**config.mk**
```make
export PLATFORM = sky130hd
export DESIGN_NAME = hdmi_row_scanner
export DESIGN_NICKNAME = d
export VERILOG_FILES = /design/src/rtl/hdmi_pkg.sv /design/src/rtl/vga_timing_gen.sv /design/src/rtl/hdmi_row_scanner.sv
export SDC_FILE = /design/constraint.sdc
export NUM_CORES = 1
export LEC_CHECK = 0
export ABC_AREA = 1
export CAP_MARGIN = 20
export CORE_ASPECT_RATIO = 1.4
export CORE_MARGIN = 1
export CORE_UTILIZATION = 50
export DETAILED_ROUTE_END_ITERATION = 7
export GPL_TIMING_DRIVEN = 0
export PLACE_DENSITY = 0.85
export SETUP_SLACK_MARGIN = 0.2
export SYNTH_ARGS = -nofsm -noshare
export SYNTH_HDL_FRONTEND = slang
export SYNTH_HIERARCHICAL = 1
export SYNTH_SLANG_ARGS = --single-unit
```
**constraint.sdc**
```tcl
create_clock -name clk -period 4.06 [get_ports clk]
set_input_delay 0.406 -clock clk [delete_from_list [all_inputs] [get_ports clk]]
set_output_delay 0.406 -clock clk [all_outputs]
set_load 0.01 [all_outputs]
```
**src/rtl/hdmi_pkg.sv**
```systemverilog
// Shared definitions for the HDMI scan-out path.
// Holds 640x480@60 timing defaults, game-screen geometry, pixel/index types
// and the game-row successor helper used by the swap scheduler.
package hdmi_pkg;

    localparam int DEF_H_ACTIVE = 640;
    localparam int DEF_H_FP     = 16;
    localparam int DEF_H_SYNC   = 96;
    localparam int DEF_H_BP     = 48;
    localparam int DEF_V_ACTIVE = 480;
    localparam int DEF_V_FP     = 10;
    localparam int DEF_V_SYNC   = 2;
    localparam int DEF_V_BP     = 33;

    localparam int H_TOTAL = DEF_H_ACTIVE + DEF_H_FP + DEF_H_SYNC + DEF_H_BP;
    localparam int V_TOTAL = DEF_V_ACTIVE + DEF_V_FP + DEF_V_SYNC + DEF_V_BP;

    localparam int GAME_W = 320;
    localparam int GAME_H = 240;

    typedef logic [23:0] rgb_t;
    typedef logic [8:0]  pal_idx_t;

    // Row ppu_logic renders after the given row becomes visible; wraps to 0
    // after the last game row so the top row is ready for the next frame.
    function automatic logic [7:0] row_after(input logic [7:0] r);
        return (r == 8'(GAME_H - 1)) ? 8'd0 : r + 8'd1;
    endfunction

endpackage

```
**src/rtl/vga_timing_gen.sv**
```systemverilog
// Raster counters and raw (stage-0) timing for the HDMI scan-out path.
// Ports:
//   clk, rst_n        pixel clock, async active-low reset
//   h_nxt, v_nxt      counter values that will be loaded on the next edge
//   active            h/v inside the visible window (current position)
//   hsync_n, vsync_n  raw active-low syncs (current position)
// Reset position is the first blank line (h=0, v=V_ACTIVE).
module vga_timing_gen
    import hdmi_pkg::*;
#(
    parameter int H_ACTIVE = DEF_H_ACTIVE,
    parameter int H_FP     = DEF_H_FP,
    parameter int H_SYNC   = DEF_H_SYNC,
    parameter int H_BP     = DEF_H_BP,
    parameter int V_ACTIVE = DEF_V_ACTIVE,
    parameter int V_FP     = DEF_V_FP,
    parameter int V_SYNC   = DEF_V_SYNC,
    parameter int V_BP     = DEF_V_BP
) (
    input  logic       clk,
    input  logic       rst_n,
    output logic [9:0] h_nxt,
    output logic [9:0] v_nxt,
    output logic       active,
    output logic       hsync_n,
    output logic       vsync_n
);

    localparam logic [9:0] H_LAST = 10'(H_ACTIVE + H_FP + H_SYNC + H_BP - 1);
    localparam logic [9:0] V_LAST = 10'(V_ACTIVE + V_FP + V_SYNC + V_BP - 1);
    localparam logic [9:0] HA     = 10'(H_ACTIVE);
    localparam logic [9:0] VA     = 10'(V_ACTIVE);
    localparam logic [9:0] HS_BEG = 10'(H_ACTIVE + H_FP);
    localparam logic [9:0] HS_END = 10'(H_ACTIVE + H_FP + H_SYNC);
    localparam logic [9:0] VS_BEG = 10'(V_ACTIVE + V_FP);
    localparam logic [9:0] VS_END = 10'(V_ACTIVE + V_FP + V_SYNC);

    logic [9:0] h, v;

    always_comb begin
        h_nxt = h + 10'd1;
        v_nxt = v;
        if (h == H_LAST) begin
            h_nxt = '0;
            v_nxt = (v == V_LAST) ? 10'd0 : v + 10'd1;
        end
    end

    always_ff @(posedge clk or negedge rst_n) begin
        if (!rst_n) begin
            h <= '0;
            v <= VA;
        end else begin
            h <= h_nxt;
            v <= v_nxt;
        end
    end

    assign active  = (h < HA) && (v < VA);
    assign hsync_n = !((h >= HS_BEG) && (h < HS_END));
    assign vsync_n = !((v >= VS_BEG) && (v < VS_END));

endmodule

```
**src/rtl/hdmi_row_scanner.sv**
```systemverilog
// 640x480 scan-out of the 320x240 game screen held in ppu_logic's row RAM.
// Each game pixel is shown 2x2: the row RAM address is h/2 and every game
// row is displayed on two consecutive lines, with a buffer swap issued at the
// end of the second line so ppu_logic renders one row ahead.
// Ports:
//   clk, rst_n            pixel clock, async active-low reset
//   hdmi_rowram_rdaddr    row RAM address (game x), registered
//   hdmi_rowram_rddata    palette index, 1 cycle after address
//   hdmi_palram_rdaddr    palette RAM address (= rowram data, combinational)
//   hdmi_palram_rddata    RGB888, 1 cycle after address
//   rowram_swap/next_row  buffer swap pulse and row to render next
//   o_rgb/o_hsync/o_vsync/o_de  registered TMDS-encoder inputs
// Counter-to-pin latency is 3 cycles for both pixel data and syncs.
module hdmi_row_scanner
    import hdmi_pkg::*;
#(
    parameter int H_ACTIVE = DEF_H_ACTIVE,
    parameter int H_FP     = DEF_H_FP,
    parameter int H_SYNC   = DEF_H_SYNC,
    parameter int H_BP     = DEF_H_BP,
    parameter int V_ACTIVE = DEF_V_ACTIVE,
    parameter int V_FP     = DEF_V_FP,
    parameter int V_SYNC   = DEF_V_SYNC,
    parameter int V_BP     = DEF_V_BP
) (
    input  logic        clk,
    input  logic        rst_n,
    output logic [8:0]  hdmi_rowram_rdaddr,
    input  logic [8:0]  hdmi_rowram_rddata,
    output logic [8:0]  hdmi_palram_rdaddr,
    input  logic [23:0] hdmi_palram_rddata,
    output logic        rowram_swap,
    output logic [7:0]  next_row,
    output logic [23:0] o_rgb,
    output logic        o_hsync,
    output logic        o_vsync,
    output logic        o_de
);

    localparam int     STAGES  = 2;
    localparam logic [9:0] H_LAST  = 10'(H_ACTIVE + H_FP + H_SYNC + H_BP - 1);
    localparam logic [9:0] V_LAST  = 10'(V_ACTIVE + V_FP + V_SYNC + V_BP - 1);
    localparam logic [9:0] HA      = 10'(H_ACTIVE);
    localparam logic [9:0] VA      = 10'(V_ACTIVE);
    localparam logic [9:0] V_SWMAX = 10'(V_ACTIVE - 3);

    logic [9:0] h_nxt, v_nxt;
    logic       active, hsync_n, vsync_n;

    vga_timing_gen #(
        .H_ACTIVE(H_ACTIVE), .H_FP(H_FP), .H_SYNC(H_SYNC), .H_BP(H_BP),
        .V_ACTIVE(V_ACTIVE), .V_FP(V_FP), .V_SYNC(V_SYNC), .V_BP(V_BP)
    ) u_timing (
        .clk     (clk),
        .rst_n   (rst_n),
        .h_nxt   (h_nxt),
        .v_nxt   (v_nxt),
        .active  (active),
        .hsync_n (hsync_n),
        .vsync_n (vsync_n)
    );

    // Address is computed from the counter's next value so the registered
    // address lines up with h itself; this is what keeps the total latency
    // at 3 cycles instead of 4.
    logic act_nxt;
    assign act_nxt = (h_nxt < HA) && (v_nxt < VA);

    always_ff @(posedge clk or negedge rst_n) begin
        if (!rst_n) hdmi_rowram_rdaddr <= '0;
        else        hdmi_rowram_rdaddr <= act_nxt ? h_nxt[9:1] : 9'd0;
    end

    assign hdmi_palram_rdaddr = pal_idx_t'(hdmi_rowram_rddata);

    // Stage valid/sync shift registers. Syncs are carried active-high so the
    // cleared reset value means "not in sync" and the pins stay high.
    logic [STAGES:1] vld_pipe, hs_pipe, vs_pipe;

    always_ff @(posedge clk or negedge rst_n) begin
        if (!rst_n) begin
            vld_pipe <= '0;
            hs_pipe  <= '0;
            vs_pipe  <= '0;
            o_rgb    <= '0;
            o_de     <= 1'b0;
            o_hsync  <= 1'b1;
            o_vsync  <= 1'b1;
        end else begin
            vld_pipe <= {vld_pipe[STAGES-1:1], active};
            hs_pipe  <= {hs_pipe[STAGES-1:1], ~hsync_n};
            vs_pipe  <= {vs_pipe[STAGES-1:1], ~vsync_n};
            o_rgb    <= vld_pipe[STAGES] ? rgb_t'(hdmi_palram_rddata) : rgb_t'(0);
            o_de     <= vld_pipe[STAGES];
            o_hsync  <= ~hs_pipe[STAGES];
            o_vsync  <= ~vs_pipe[STAGES];
        end
    end

    // Swap scheduler, also evaluated on the next position so the pulse is
    // high while h sits at the last pixel of the line. Odd lines end the
    // second copy of a game row; the line before active video starts row 0.
    // The final active line gets no swap: row 0 was queued at v=V_ACTIVE-3
    // and stays pending across vblank.
    logic       sched;
    logic [7:0] sched_row;

    always_comb begin
        sched     = 1'b0;
        sched_row = next_row;
        if (h_nxt == H_LAST) begin
            if (v_nxt[0] && (v_nxt <= V_SWMAX)) begin
                sched     = 1'b1;
                sched_row = row_after(8'((v_nxt + 10'd1) >> 1));
            end else if (v_nxt == V_LAST) begin
                sched     = 1'b1;
                sched_row = 8'd1;
            end
        end
    end

    // One-shot priming swap right after reset so row 0 is rendered during
    // the blank lines that follow the reset position.
    logic prime;

    always_ff @(posedge clk or negedge rst_n) begin
        if (!rst_n) begin
            prime       <= 1'b1;
            rowram_swap <= 1'b0;
            next_row    <= '0;
        end else if (prime) begin
            prime       <= 1'b0;
            rowram_swap <= 1'b1;
            next_row    <= '0;
        end else begin
            rowram_swap <= sched;
            if (sched) next_row <= sched_row;
        end
    end

endmodule

```
======== Word-level counts from Yosys, hierarchy flattened ========
Index checks and enable logic that the tools add are counted.
cells by class
  equality and inequality tests ........... 5
  mux-type cells .......................... 15
  reductions and logical operators ........ 9
  order comparisons ....................... 9
  bitwise logic cells ..................... 2
  add/subtract/negate cells ............... 4
operator list
  kind                                                                     count
  8-bit 2-to-1 mux                                                         6
  10-bit == test (second input constant)                                   4
  10-bit < comparator (second input constant)                              3
  10-bit by 9-bit < comparator with 1-bit output (second input constant)   3
  10-bit 2-to-1 mux                                                        3
  24-bit 2-to-1 mux                                                        1
  10-bit by 1-bit adder with 10-bit output (second input constant)         2
  10-bit >= comparator (second input constant)                             1
  10-bit by 9-bit >= comparator with 1-bit output (second input constant)  1
  10-bit by 9-bit <= comparator with 1-bit output (second input constant)  1
  9-bit by 1-bit adder with 9-bit output (second input constant)           1
  9-bit 2-to-1 mux                                                         1
  8-bit by 1-bit adder with 8-bit output (second input constant)           1
  8-bit == test (second input constant)                                    1
  1-bit logical AND                                                        5
  1-bit 2-to-1 mux                                                         4
  2-bit nonzero test                                                       2
  3-bit AND reduction                                                      1
  3-bit nonzero test                                                       1
  1-bit NOT                                                                2
storage, ports and cells
  output and inout bits ................... 54
  bits of input ports ..................... 35
  register bits after elaboration ......... 72
  logic and storage cells ................. 57

======== Logic depth before layout (Yosys ltp) ========
  word-level depth ........................ 10
  mapped depth ............................ 21
  gate-level depth less buffers ........... 21

======== Cells and area by module ========
Netlist, hierarchy kept.
by module, submodules not included
  module            area each (um^2)  seq. area each (um^2)  instances  cells each
  hdmi_row_scanner  2403.6            1305.0                 1          287
  vga_timing_gen    1233.7            505.5                  1          168

======== Worst setup path after synthesis ========
No wires, ideal clock.
  path kind ............................... register -> register
  from .................................... register u_timing.h[0]
  to ...................................... register next_row[7]
  slack ................................... 1.086 ns
  cell stages (with the launch flop) ...... 21
  path buffers ............................ 1
  period minus slack after synthesis ...... 2.974 ns
  library setup time ...................... 0.118 ns
  required time ........................... 3.942 ns
  arrival ................................. 2.856 ns
  cell sequence ........................... dfrtp_1 -> ha_1 -> nand2_2 -> nor2_4 -> nand3_2 -> nor2_4 -> buf_6 -> o21ai_0 -> ha_1 -> inv_1 -> nand2_1 -> nand2_1 -> inv_1 -> ha_1 -> nand2_1 -> nor2_2 -> nand3_2 -> nor2_2 -> nor2_2 -> nand2_1 -> nand2_1
on the way
  longest elaborated chain between the ends .. 9
  elaborated cells on any way between the ends .. 23
  those cells by class .................... add/sub: 3; order compare: 1; eq/ne: 4; mux: 10; reduce/logical: 5
RTL lines
  element                                                                         line                     text
  from (decl)                                                                     vga_timing_gen.sv:38     logic [9:0] h, v;
  from (signal assigned)                                                          vga_timing_gen.sv:54     h <= h_nxt;
  10-bit == test (*)                                                              vga_timing_gen.sv:43     if (h == H_LAST) begin
  10-bit 2-to-1 mux (*)                                                           vga_timing_gen.sv:43
  named net v_nxt[0]                                                              hdmi_row_scanner.sv:47   logic [9:0] h_nxt, v_nxt;
  9-bit by 1-bit adder with 9-bit output                                          hdmi_row_scanner.sv:114  sched_row = row_after(8'((v_nxt + 10'd1) >> 1));
  8-bit by 1-bit adder with 8-bit output / 8-bit == test (equally long branches)  hdmi_pkg.sv:27           return (r == 8'(GAME_H - 1)) ? 8'd0 : r + 8'd1;
  8-bit 2-to-1 mux                                                                hdmi_pkg.sv:27
  8-bit 2-to-1 mux                                                                hdmi_row_scanner.sv:112  if (v_nxt[0] && (v_nxt <= V_SWMAX)) begin
  8-bit 2-to-1 mux                                                                hdmi_row_scanner.sv:111  if (h_nxt == H_LAST) begin
  8-bit 2-to-1 mux                                                                hdmi_row_scanner.sv:137  if (sched) next_row <= sched_row;
  8-bit 2-to-1 mux                                                                hdmi_row_scanner.sv:131  end else if (prime) begin
  to (signal assigned)                                                            hdmi_row_scanner.sv:137
  to (decl)                                                                       hdmi_row_scanner.sv:33   output logic [7:0] next_row,
The timed path passes the listed nets; every way through them passes the cells marked *. The select of a mux whose other input is x is not followed.
A chain may end at the register's enable or synchronous reset.

======== Worst setup path after layout ========
Same ends and word-level chain as after synthesis.

==> results.json <==
{
  "clock-root-buffer": "clkbuf_8",
  "grt_overflow": 0,
  "yosysMostFrequentCell": "nand2_1",
  "fp.dieW_um": 74.1,
  "async_flop_share": 1.00,
  "min_path_type": "input port to asynchronous set/reset pin",
  "cts_sinks": 72,
  "dp_hpwl_um": 5770,
  "max_freq_ghz": 0.312,
  "r2r_slack_ps": 850,
  "ios": 89,
  "peakVddDrop_mv": 0.175,
  "layout.nets": 590,
  "grt.busiest_layer": "met2",
  "grt_pass1_wl_um": 13100,
  "ys_ff_latch": 72,
  "placementRows": 36,
  "leakage_nw": 2.43,
  "worstPathRequired_ps": 4290,
  "synthTopCellsByCount": "nand2_1 (120), inv_1 (87), dfrtp_1 (65)",
  "yosys.cell_types.count": 28,
  "remaining_drc_errors": 0,
  "syn_inst": 455,
  "grt_use_total": 0.225,
  "skew_ps": 6.96,
  "gp_congestion": 0.866,
  "htreeDepth": 3,
  "initial_core_util": 0.521,
  "fill_cells": 548,
  "maxSlewViolCount": 0,
  "synth_area_leaders": "dfrtp_1 (45%), nand2_1 (12%), inv_1 (9.0%)",
  "synthToLayoutAreaGrowth_pct": 30.5,
  "vias": 3140,
  "postCtsSetupRepairBufs": 0,
  "yosys_warnings": 6,
  "p_int_mw": 1.09,
  "maxCapViolCount": 0,
  "num_antenna_cells": 0,
  "synth-main-ff-cell": "dfrtp_1",
  "setup-tns-final_ps": 0,
  "critical_path_class": "flop to flop",
  "synth.top_cell.area_share": 0.447,
  "synth_area_sq_um": 3640,
  "place_worst_setup_slack_ps": 517,
  "synth_area_leader_cell": "dfrtp_1",
  "clk_pin_slew_ps": 70,
  "end_kind": "flop",
  "cts_resized": 0,
  "rsz0062_at_grt": "no",
  "groute.layer.met3.usage": 0.0528,
  "min_period_ps": 3210,
  "syn_nets": 499,
  "io_buffer_count": 79,
  "use_met1": 0.252,
  "dieArea_sq_um": 7620,
  "cts_tree": "done",
  "switching_power_mw": 0.299,
  "clkLatencyLatePin_ps": 340,
  "combPwrFrac": 0.072,
  "tightest_slew_ps": 884,
  "hold_violations": 0,
  "met2_usage": 0.415,
  "coreArea_sq_um": 6980,
  "cts_buffer_depth": 2,
  "dr.pass1.iters": 4,
  "drt_wl_total_um": 7770,
  "sequentialPowerShare": 0.528,
  "fin_crit_sh": 0.790,
  "grt_pass1_vias": 3003,
  "seq_area_frac_synth": 0.498,
  "final.setup.worst_slack_ps": 853,
  "critical_path.max_fanout": 10,
  "relSlewSlack": 0.410,
  "p_clk_frac": 0.399,
  "die_y_um": 103,
  "crit_arrival_ps": 3440,
  "postCtsHoldBufs": 0,
  "cp-start-kind": "flop",
  "grt_max_degree": 73,
  "power.density_nw_per_um2": 293,
  "drtIter0Drc": 166,
  "p_sw_frac": 0.215,
  "status": "completed",
  "synth_edf_count": 0,
  "wl_per_cell_um": 12.0,
  "antenna_found_initial": 0,
  "drive_above_1_share": 0.114,
  "ant_nets": 0,
  "viasPerCell": 4.86,
  "avgSynthCellArea_sq_um": 7.99,
  "tritoncts.num_buffers": 9,
  "setup_viol": 0
}
## registers in the layout, indices dropped and copies added, names as in the netlist, 2 cells and up
name / count
hdmi_rowram_rdaddr: 9
next_row: 8
u_timing/h: 10
o_rgb: 24
hs_pipe: 2
u_timing/v: 10
vs_pipe: 2
vld_pipe: 2
## through the flow
stage | power [mW] | hold slack, ps | cells | utilization | area [sq um]
detailed placement | 0.849 | 338 | 629 | 0.651 | 4540
CTS | 1.41 | 203 | 645 | 0.679 | 4740
global route | 1.45 | 241 | 646 | 0.680 | 4750
finish | 1.39 | 182 | 646 | 0.680 | 4750
global placement | 0.848 | 332 | 629 | 0.651 | 4550
floorplan | 0.775 | 110 | 455 | - | 3640
## layout by cell type, fill, tap and decap left out, types with 4 or more instances in the layout
| cell type | instances |
|---|---|
| nand4_1 | 21 |
| nor2_2 | 6 |
| nor2_1 | 45 |
| dfrtp_1 | 65 |
| ha_1 | 9 |
| nor2_4 | 4 |
| xor2_1 | 8 |
| nand2_1 | 120 |
| inv_2 | 4 |
| inv_1 | 87 |
| dfstp_2 | 7 |
| clkdlybuf4s50_1 | 78 |
| nand3_1 | 29 |
| buf_4 | 10 |
| o21ai_0 | 8 |
| nand2_2 | 9 |
| clkbuf_8 | 10 |
## cell type report
class                           count  area [sq um]  share of cell area
Sequential cell                    72          1810               0.381
Clock inverter                      5          56.3              0.0119
Buffer                             15           108              0.0227
Tap cell                           95           119              0.0250
Inverter                           92           345              0.0727
Multi-Input combinational cell    276          1370               0.289
Timing Repair Buffer               80           793               0.167
Clock buffer                       11           141              0.0298
## power by group through the flow
stage	registers (mW)	clock network (mW)	logic [mW]
3_3_place_gp	0.747	0	0.101
6_report	0.734	0.555	0.100
4_1_cts	0.734	0.575	0.102
5_1_grt	0.734	0.606	0.111
3_5_place_dp	0.747	0	0.102
2_1_floorplan	0.755	0	0.0198
## kinds of logic after synthesis
logic type | share of synthesized area
flops | 0.498
simple gates | 0.303
compound gates | 0.0186
xor+xnor | 0.0241
buf+inv | 0.125
other cells | 0.00103
fa+ha+maj | 0.0310
## path summary, 6_finish.rpt
path                                    start     endpoint  cells past startpoint
worst max-delay path            u_timing/h[0]  next_row[7]                     18
max in group asynchronous               rst_n    o_rgb[22]                      1
min in group clk                  vld_pipe[1]  vld_pipe[2]                      0
worst max register to register  u_timing/h[0]  next_row[7]                     18
worst min-delay path                    rst_n    o_rgb[23]                      1
worst min register to register    vld_pipe[1]  vld_pipe[2]                      0
## metal layers
layer  up-vias  routed length, um
li1       1553                  -
met5         -                  0
met2        98               4150
met1      1481               3070
met4         0                 54
met3         8                494
## worst max-delay path: stages, from the launching register on
cell	delay [ps]
dfrtp_1	420
ha_1	260
nand2_2	100
nor2_4	50
nand3_2	70
nor2_4	60
buf_6	140
o21ai_0	470
clkbuf_2	280
inv_1	80
ha_1	310
ha_1	190
nand2_1	70
nor2_2	210
nand3_2	100
nor2_2	100
nor2_2	80
nand2_1	70
nand2_1	50
(Power assumes the default switching activity.)
